### src/rtl/mfc_pkg.sv
// Shared types for the MFC operand generator: relation codes, FSM states
// and the default operand width.
package mfc_pkg;

    localparam int MFC_WIDTH = 16;

    typedef enum logic [1:0] {
        OP_EQ   = 2'd0,
        OP_AE   = 2'd1,
        OP_DIFF = 2'd2,
        OP_LT   = 2'd3
    } mfc_op_e;

    typedef enum logic [1:0] {
        IDLE = 2'd0,
        RUN  = 2'd1,
        DONE = 2'd2
    } state_e;

    // A target bit index at or beyond the operand width cannot be flipped.
    function automatic logic d_out_of_range(input int unsigned d, input int unsigned w);
        return d >= w;
    endfunction

endpackage

### src/rtl/mfc_bit_cell.sv
// One bit of the serial operand builder. flag carries the "already seen a
// one" state for negation and the borrow for decrement.
module mfc_bit_cell
    import mfc_pkg::*;
(
    input  logic    a_i,
    input  mfc_op_e op,
    input  logic    hit,
    input  logic    flag_in,
    output logic    b_i,
    output logic    flag_out
);

    // Per-relation bit rule; flag passes through unchanged where unused.
    always_comb begin
        b_i      = a_i;
        flag_out = flag_in;
        case (op)
            OP_EQ:   b_i = a_i;
            OP_AE: begin
                b_i      = flag_in ? ~a_i : a_i;
                flag_out = flag_in | a_i;
            end
            OP_DIFF: b_i = a_i ^ hit;
            OP_LT: begin
                b_i      = a_i ^ flag_in;
                flag_out = flag_in & ~a_i;
            end
            default: b_i = a_i;
        endcase
    end

endmodule

### src/rtl/mfc_operand_gen.sv
// Builds an operand B, LSB first at one bit per clock, such that the
// multifunction comparator reports the requested relation against A.
module mfc_operand_gen
    import mfc_pkg::*;
#(
    parameter int WIDTH = MFC_WIDTH,
    parameter int D_W   = $clog2(WIDTH)
) (
    input  logic             clk,
    input  logic             rst_n,
    input  logic             req_valid,
    output logic             req_ready,
    input  logic [WIDTH-1:0] req_a,
    input  logic [1:0]       req_op,
    input  logic [D_W-1:0]   req_d,
    output logic             rsp_valid,
    input  logic             rsp_ready,
    output logic [WIDTH-1:0] rsp_b,
    output logic             rsp_err,
    output logic             busy
);

    state_e           state, state_nxt;
    logic [WIDTH-1:0] a_q;
    logic [WIDTH-1:0] sr;
    mfc_op_e          op_q;
    logic [D_W-1:0]   d_q;
    logic [D_W-1:0]   cnt;
    logic             flag_q;
    logic             err_q;

    logic a_i, b_i, flag_nxt, hit, last;

    assign a_i  = a_q[cnt];
    assign hit  = (cnt == d_q);
    assign last = (cnt == D_W'(WIDTH - 1));

    mfc_bit_cell u_cell (
        .a_i      (a_i),
        .op       (op_q),
        .hit      (hit),
        .flag_in  (flag_q),
        .b_i      (b_i),
        .flag_out (flag_nxt)
    );

    // State register.
    always_ff @(posedge clk or negedge rst_n) begin
        if (!rst_n) state <= IDLE;
        else        state <= state_nxt;
    end

    // Next-state: accept, run WIDTH bits, hold the result until taken.
    always_comb begin
        state_nxt = state;
        case (state)
            IDLE:    if (req_valid) state_nxt = RUN;
            RUN:     if (last)      state_nxt = DONE;
            DONE:    if (rsp_ready) state_nxt = IDLE;
            default: state_nxt = IDLE;
        endcase
    end

    // Datapath: latch the request, then shift result bits in from the MSB end.
    always_ff @(posedge clk or negedge rst_n) begin
        if (!rst_n) begin
            a_q    <= '0;
            sr     <= '0;
            op_q   <= OP_EQ;
            d_q    <= '0;
            cnt    <= '0;
            flag_q <= 1'b0;
            err_q  <= 1'b0;
        end else begin
            case (state)
                IDLE: if (req_valid) begin
                    a_q    <= req_a;
                    op_q   <= mfc_op_e'(req_op);
                    d_q    <= req_d;
                    cnt    <= '0;
                    // Decrement starts with a borrow pending; everything else clear.
                    flag_q <= (mfc_op_e'(req_op) == OP_LT);
                    err_q  <= (mfc_op_e'(req_op) == OP_DIFF) &&
                              d_out_of_range(32'(req_d), WIDTH);
                end
                RUN: begin
                    cnt    <= cnt + 1'b1;
                    flag_q <= flag_nxt;
                    sr     <= {b_i, sr[WIDTH-1:1]};
                    // Borrow reaching a set sign bit means A is the most
                    // negative value: nothing smaller exists, return A.
                    if (last && op_q == OP_LT && flag_q && a_i) begin
                        err_q <= 1'b1;
                        sr    <= a_q;
                    end
                end
                default: ;
            endcase
        end
    end

    assign req_ready = (state == IDLE);
    assign rsp_valid = (state == DONE);
    assign busy      = (state != IDLE);
    assign rsp_b     = sr;
    assign rsp_err   = err_q;

endmodule
### config.mk
export PLATFORM = sky130hd
export DESIGN_NAME = mfc_operand_gen
export DESIGN_NICKNAME = d
export VERILOG_FILES = /design/src/rtl/mfc_pkg.sv /design/src/rtl/mfc_bit_cell.sv /design/src/rtl/mfc_operand_gen.sv
export SDC_FILE = /design/constraint.sdc
export NUM_CORES = 1
export LEC_CHECK = 0
export BUFFER_PORTS_ARGS = -buffer_cell sky130_fd_sc_hd__buf_2
export CAP_MARGIN = 20
export CORE_MARGIN = 10
export CORE_UTILIZATION = 58
export CTS_CLUSTER_DIAMETER = 80
export CTS_CLUSTER_SIZE = 25
export DETAILED_ROUTE_END_ITERATION = 6
export PLACE_DENSITY = 0.87
export SLEW_MARGIN = 20
export SYNTH_ARGS = -nofsm -noshare
export SYNTH_HDL_FRONTEND = slang
export SYNTH_SLANG_ARGS = --single-unit
### constraint.sdc
create_clock -name clk -period 2.9 [get_ports clk]
set_clock_uncertainty 0.1 [all_clocks]
set_input_delay 0.58 -clock clk [delete_from_list [all_inputs] [get_ports clk]]
set_output_delay 0.58 -clock clk [all_outputs]
set_load 0.02 [all_outputs]
---- Yosys cells after proc, flatten, opt, wreduce, memory -nomap -nowiden ----
Cells that the tools add are included.
storage, ports and cells
  register bits after elaboration ......... 46
  input port bits ......................... 26
  output and inout port bits .............. 20
  word-level logic and storage cells ...... 57
cells by class
  add/sub/neg operators ................... 1
  order comparisons ....................... 1
  eq/ne operators ......................... 13
  mux-type cells .......................... 17
  bitwise operators ....................... 5
  reductions and logical operators ........ 12
operator list
  operator               count
  $mux W16               1
  $reduce_and A3 Y1      3
  $eq A2 B2 Y1 const B   4
  $pmux W4 S2            1
  $mux W2                3
  $ne A2 B2 Y1 const B   3
  $pmux W1 S2            3
  $pmux W2 S3            1
  $lt A4 B5 Y1 const B   1
  $mux W1                5
  $add A4 B1 Y4 const B  1
  $bmux W1 S4            1
  $eq A2 B1 Y1 const B   2
  $eq A4 B4 Y1           1
  $eq A4 B4 Y1 const B   1
  $logic_not A2 Y1       2
  $mux W4                1
  $pmux W1 S4            1
  $reduce_and A2 Y1      2
  $reduce_bool A2 Y1     2
  $logic_and A1 B1 Y1    3
  $ne A3 B2 Y1 const B   1
  $ne A2 B1 Y1 const B   1
  $xor A1 B1 Y1          2
  3 further kinds        3

---- Logic depth before layout (Yosys ltp) ----
Gate-level depths: netlist (run 1).
  word-level depth ........................ 6
  depth in mapped cells ................... 7
  mapped depth without buffers ............ 6

---- By module ----
Synthesis (run 1) repeated with hierarchy kept, for this count alone.
second synthesis, totals
  cell total of the unflattened synthesis .. 219
  area, all modules ....................... 2417.3 µm²
modules (own cells, without submodules)
  module           times used  cells each  area an instance (µm²)  sequential area each (µm²)
  mfc_operand_gen  1           206         2311.0                  1151.1
  mfc_bit_cell     1           13          106.4                   0.0

---- Least setup slack after synthesis (run 1) ----
Ideal clock, no wire load.
  path kind ............................... register to register
  start point ............................. reg cnt[0]
  end point ............................... reg sr[10], in the netlist rsp_b[10]
  library setup time ...................... 0.132 ns
  arrival ................................. 1.590 ns
  required time ........................... 2.668 ns
  path slack .............................. 1.078 ns
  cell stages (with the launch flop) ...... 8
  buffers on the path ..................... 2
  clock period less this slack ............ 1.822 ns
  path through ............................ dfrtp_1 buf_6 mux2_1 o221ai_2 nor3_4 buf_8 mux2i_1 o21ai_1
between the ends
  word-level cells in the longest chain between the ends .. 5
  elaborated cells on any way between the ends .. 7
  those cells by class .................... 1 x eq/ne; 3 x mux; 3 x reduce/logical
RTL lines
  item                                                 line                   text
  start, declared                                      mfc_operand_gen.sv:28  logic [D_W-1:0] cnt;
  start signal, assigned                               mfc_operand_gen.sv:87  cnt <= cnt + 1'b1;
  branches (longest 3 deep; another with $bmux W1 S4)  -
  $logic_and A1 B1 Y1 (*)                              mfc_operand_gen.sv:92  if (last && op_q == OP_LT && flag_q && a_i) begin
  $mux W16 (*)                                         mfc_operand_gen.sv:92
  end signal, assigned                                 mfc_operand_gen.sv:89  sr <= {b_i, sr[WIDTH-1:1]};
  end signal, assigned                                 mfc_operand_gen.sv:94  sr <= a_q;
  end, declared                                        mfc_operand_gen.sv:25  logic [WIDTH-1:0] sr;
Mark *: on every way between the ends. The select of a mux whose other input is x is not followed.
A chain may end at the register's enable or synchronous reset.

---- Final worst setup path (run 1) ----
  start point ............................. reg cnt[0]
  end point ............................... reg sr[12], in the netlist rsp_b[12]
The elaborated chain is that of the path after synthesis.

==> results of run 1 <==
## through the flow
| step | hold WS (ns) | power [mW] | area [sq um] | cells |
|---|---|---|---|---|
| floorplan | 0.184 | 2.02 | 2220 | 231 |
| global placement | 0.361 | 2.29 | 2450 | 313 |
| detailed placement | 0.368 | 2.35 | 2450 | 313 |
| CTS | 0.354 | 2.77 | 2540 | 321 |
| global route | 0.210 | 2.95 | 2540 | 321 |
| finish | 0.161 | 2.75 | 2540 | 321 |
## cell families after synthesis
family	Yosys count
simple gates	110
xor+xnor	4
fa+ha+maj	1
buf+inv	15
flops	46
mux	23
compound gates	32
## final cells by class
class,count,area share [%]
Timing Repair Buffer,47,9.54
Clock buffer,6,3.24
Inverter,2,0.295
Clock inverter,2,0.492
Tap cell,48,2.36
Sequential cell,46,45.2
Multi-Input combinational cell,170,38.8
## routing by layer
metal / wire, um / track usage [%] / up-vias
met5: 0 / 0 / -
met4: 91 / 6.29 / 0
met2: 2500 / 25.5 / 44
met3: 288 / 5.02 / 8
li1: - / - / 852
met1: 2140 / 19.6 / 822
## state kept, by name, indices dropped and copies added (netlist names), named ones only
register  count
op_q          2
cnt           4
state         2
rsp_b        16
d_q           4
a_q          16
rsp_err       1
## power by group through the flow
| stage | Clock, mW | Combinational [mW] | Sequential [mW] |
|---|---|---|---|
| after floorplan | 0 | 0.795 | 1.23 |
| after global placement | 0 | 1.05 | 1.24 |
| after detailed placement | 0 | 1.10 | 1.25 |
| after CTS | 0.419 | 1.10 | 1.24 |
| after global routing | 0.441 | 1.22 | 1.29 |
| final | 0.413 | 1.09 | 1.25 |
## final timing paths
path                                 startpoint               endpoint  slack, ns  cells after the start
setup / recovery             cnt[0]$_DFFE_PN0P_  rsp_b[12]$_DFFE_PN0N_       0.61                      6
hold / removal                            rst_n     a_q[5]$_DFFE_PN0P_       0.16                      1
setup reg to reg             cnt[0]$_DFFE_PN0P_  rsp_b[12]$_DFFE_PN0N_       0.61                      6
hold reg to reg            rsp_b[0]$_DFFE_PN0N_   rsp_b[0]$_DFFE_PN0N_       0.38                      2
max in group asynchronous                 rst_n    rsp_err$_DFFE_PN0P_       2.15                      1
min in group clk                      req_a[11]    a_q[11]$_DFFE_PN0P_       0.36                      3
## cell usage in the layout (no fill, tap or decap), types with 4 or more instances in the layout
master    synthesis  layout
o21ai_1           9       9
nor2_1            6       6
nand2_1          87      87
nand3_1           4       4
a22o_1            5       5
mux2i_1          18      18
nor2b_1           4       4
buf_2             1      44
clkbuf_8          0       6
o21ai_0           8       8
xnor2_1           4       4
dfrtp_1          46      46
==> results.yml, run 1 <==
routing:
  vias_per_cell: 5.38
  routed_wl_um: 5020
  wl_per_cell_um: 15.6
  ant_nets: 0
  firstDrtPassIters: 4
  dr_total_vias: 1726
  drt-initial-drc-count: 115
  drc: 0
place:
  hpwl_um: 3590
  pre_cts_ws_ns: 0.612
  port_buffers: 45
  globalplace.congestion: 0.811
cts:
  numCtsBuffers: 5
  clock_sinks: 46
  cts_setup_buffers: 0
  insertion_delay_ns: 0.30
  clk_pin_slew_ns: 0.09
  ctsHoldBuffers: 0
  cts_tree: "yes"
  htree_levels: 2
  clk_path_buf_depth: 2
  cts_root_buf: "clkbuf_8"
  post_cts_resized: 0
power:
  powerDensity_nw_per_um2: 1080
  p_seq_share_pct: 45.5
  switching_share_pct: 41.8
  ir_worst_vdd_mv: 0.581
  switchingPower_mw: 1.15
  p_int_mw: 1.60
  combPwrFrac_pct: 39.5
  leakage_nw: 1.26
  p_clk_share_pct: 15.0
sta:
  fin_crit_sh_pct: 79.0
  fin_ws_ns: 0.609
  final-hold-violation-count: 0
  max_freq_ghz: 0.437
  tns_ns: 0
  slew_headroom_pct: 40.3
  setup_viol: 0
  tightest_slew_ns: 0.893
  fin_crit_ns: 2.29
  rsz0062_at_grt: "no"
  finalMaxSlewViolations: 0
layout:
  finalCoreUtilization_pct: 69.0
  area_growth_pct: 14.5
  antenna_cells: 0
  drive_gt1_share_pct: 22.0
  n_fill_cell: 311
  nNetsFinal: 299
  regArea_sq_um: 1150
  multi_input_area_sq_um: 988
floorplan:
  die_area_sq_um: 6710
  core_sq_um: 3690
  row_count: 22
  ios: 46
  die_h_um: 81.9
  die_x_um: 81.9
  initial_utilization_pct: 60.3
worst_setup_path:
  worst_ep_required_time_ns: 2.97
  crit_path_start_kind: "flop"
  cp_data_arrival_time_ns: 2.36
  crit_path_end_kind: "flop"
  path_buf_inv: 1
  cp_slowest_stage_delay_ns: 0.61
  critPathKind: "flop to flop"
  cp_top_family: "flip-flops"
  critical_path.slowest_cell: "dfrtp_1"
  path_cells: "ha_1, nand3_1, nor3_4, buf_4, mux2i_1, o21ai_1"
  crit_fanout: 11
synth:
  synth_common_cells: "nand2_1 (87), dfrtp_1 (46), mux2i_1 (18), o21ai_1 (9)"
  synth.distinct_cells: 35
  synthCells: 231
  synth_top_family_by_area: "simple AND/OR/NAND/NOR gates"
  synth-simple-area-share_pct: 20.6
  synth-main-ff-cell: "dfrtp_1"
  synthArstFlopShare_pct: 100
  synthAdderAreaFrac_pct: 0.563
  synth_most_common_cell: "nand2_1"
  synth_mux_area_share_pct: 12.2
  synthesis.nets: 258
  synth_area_leaders: "dfrtp_1 (52%), nand2_1 (15%), mux2i_1 (8.1%), mux4_1 (2.4%), o21ai_1 (2.0%)"
  yosysTopAreaCellShare_pct: 51.8
  synth_warnings: 0
  synth_edf_count: 0
  synth_compound_area_share_pct: 9.57
  synth_xor_xnor_area_share_pct: 1.58
  seq_area_frac_synth_pct: 51.8
  syn_area_sq_um: 2220
  ys_seq_elements: 46
  synth_area_leader_cell: "dfrtp_1"
  syn_avg_cell_area_sq_um: 9.63
status:
  status: "finished, final reports clean"
grt:
  grt_pass1_vias: 1747
  globalRouteOverflowTotal: 0
  grt_pass1_wl_um: 8360
  grt_antenna_before_repair: 0
  grtUsageTotal_pct: 15.9
  grt_max_degree: 47
min_path:
  min_path_type: "input port to asynchronous set/reset pin"
flow_run:
  maxCapViolations: 0
No activity file was read; power rests on OpenSTA's default activity.
==> run 2, diff against run 1 <==
- ABC_AREA: unset -> 1
- CORE_UTILIZATION: 58 -> 55
- PLACE_DENSITY: 0.87 -> 0.82
- clock period: 2.9 -> 2.3 ns (I/O delays scaled with it)
==> results.yml, run 2 <==
sta:
  setup_viol: 0
  worst_hold_slack_ns: 0.0500
  fin_ws_ns: 0.251
  fin_crit_ns: 2.05
  final-hold-violation-count: 0
  rsz0062_at_grt: "no"
  tightest_slew_ns: 0.577
  fin_crit_sh_pct: 89.1
  slew_headroom_pct: 61.5
  finalMaxSlewViolations: 0
  max_freq_ghz: 0.488
  tns_ns: 0
power:
  total_power_mw: 3.73
  switching_share_pct: 46.1
  leakage_nw: 1.53
  ir_worst_vdd_mv: 0.561
  switchingPower_mw: 1.72
  p_seq_share_pct: 38.1
  p_int_mw: 2.01
  powerDensity_nw_per_um2: 1360
  combPwrFrac_pct: 48.8
  p_clk_share_pct: 13.1
place:
  port_buffers: 45
  pre_cts_ws_ns: 0.298
  hpwl_um: 4180
  globalplace.congestion: 0.927
synth:
  synth_common_cells: "nand2_1 (108), dfrtp_1 (46), inv_1 (42), nand3_1 (42), o21ai_0 (25)"
  synthCells: 322
  synth_area_leader_cell: "dfrtp_1"
  synth.distinct_cells: 21
  synth-main-ff-cell: "dfrtp_1"
  seq_area_frac_synth_pct: 48.4
  synth_most_common_cell: "nand2_1"
  ys_seq_elements: 46
  synth_warnings: 0
  synthArstFlopShare_pct: 100
  yosysTopAreaCellShare_pct: 48.4
  synth_area_leaders: "dfrtp_1 (48%), nand2_1 (17%), nand3_1 (8.8%), inv_1 (6.6%), o21ai_0 (5.3%)"
  syn_avg_cell_area_sq_um: 7.39
  syn_area_sq_um: 2380
  synth_edf_count: 0
  synthesis.nets: 349
worst_setup_path:
  crit_start: "cnt[0]$_DFFE_PN0P_"
  crit_path_end_kind: "flop"
  worst_ep_required_time_ns: 2.44
  crit_path_start_kind: "flop"
  crit_fanout: 16
  critPathKind: "flop to flop"
  cp_data_arrival_time_ns: 2.19
  reg2reg_from: "cnt[0]$_DFFE_PN0P_"
cts:
  cts_root_buf: "clkbuf_8"
  cts_tree: "yes"
  ctsHoldBuffers: 0
  clock_sinks: 46
  htree_levels: 2
  insertion_delay_ns: 0.30
  clk_path_buf_depth: 2
  cts_setup_buffers: 0
  numCtsBuffers: 5
  clk_pin_slew_ns: 0.08
  post_cts_resized: 0
floorplan:
  core_sq_um: 4090
  row_count: 23
  die_h_um: 85.8
  die_area_sq_um: 7360
  ios: 46
  initial_utilization_pct: 58.2
  die_x_um: 85.8
routing:
  firstDrtPassIters: 4
  drc: 0
  wl_per_cell_um: 13.5
  ant_nets: 0
  routed_wl_um: 5630
  dr_total_vias: 2128
  drt-initial-drc-count: 149
  vias_per_cell: 5.12
flow_run:
  maxCapViolations: 0
min_path:
  min_path_type: "input port to asynchronous set/reset pin"
grt:
  grt_pass1_vias: 2038
  grt_max_degree: 34
  globalRouteOverflowTotal: 0
  grt_pass1_wl_um: 9670
  grt_antenna_before_repair: 0
  grtUsageTotal_pct: 15.9
layout:
  antenna_cells: 0
  n_fill_cell: 352
  nNetsFinal: 394
  area_growth_pct: 15.1
  layout_common_cells: "nand2_1 (108), dfrtp_1 (46), buf_2 (45)"
  mostFrequentLayoutCell: "nand2_1"
  drive_gt1_share_pct: 20.8
  finalCoreUtilization_pct: 67.1
status:
  status: "finished, final reports clean"
==> run 2: cell families (layout without fill, tap and decap cells) <==
family	count (synthesis)	count (layout)	synth area share, %
adders and majority gates	1	1	0.526
DFF	46	46	48.4
AOI/OAI and AO/OA	32	32	7.05
and+or+nand+nor	183	183	33.1
xor gates and xnor gates	1	1	0.368
buffers and inverters	59	103	10.6
==> run 2: power by group through the flow <==
stage          Sequential [mW]  Combinational [mW]  Clock, mW
2_1_floorplan             1.51                1.24          0
3_3_place_gp              1.43                1.76          0
3_5_place_dp              1.43                1.81          0
4_1_cts                   1.42                1.84      0.495
5_1_grt                   1.46                2.09      0.519
6_report                  1.42                1.82      0.488
==> run 2: through the flow <==
step	std cells	cell area, sq um
3_3_place_gp	410	2660
2_1_floorplan	322	2380
6_report	416	2740
4_1_cts	416	2740
3_5_place_dp	410	2660
5_1_grt	416	2740
==> run 2: final timing paths <==
path	end	slack (ns)	cells after the start
max	rsp_b[4]$_DFFE_PN0N_	0.25	9
min	a_q[15]$_DFFE_PN0P_	0.05	1
max reg2reg	rsp_b[4]$_DFFE_PN0N_	0.25	9
min reg2reg	rsp_b[0]$_DFFE_PN0N_	0.39	2
max in group asynchronous	rsp_b[8]$_DFFE_PN0N_	1.53	2
min in group clk	state[1]$_DFFE_PN0P_	0.24	2
==> run 2: metal layers <==
| metal | global-route usage [%] | routed length, um | part of all wire [%] |
|---|---|---|---|
| met2 | 26.0 | 2600 | 46 |
| met1 | 19.6 | 2510 | 45 |
| met4 | 5.84 | 61 | 1.1 |
| met3 | 4.45 | 453 | 8.1 |
| met5 | 0 | 0 | 0 |
==> run 2: cell type report <==
class / instances / area [sq um] / share of cell area (%)
well taps: 50 / 62.6 / 2.28
multi-input cells: 217 / 976 / 35.6
inverters: 46 / 173 / 6.30
flip-flops and latches: 46 / 1150 / 42.0
clock buffers: 6 / 82.6 / 3.01
repair buffers: 51 / 295 / 10.8
==> run 2: worst max-delay path, stage by stage, from the launching register on <==
cell and delay, ns:
dfrtp_1 0.52, ha_1 0.22, nand2_1 0.07, nor2_1 0.17
nand3_1 0.16, inv_2 0.27, nand2_4 0.21, nand2_1 0.10
nand3_1 0.07, nand2_1 0.08
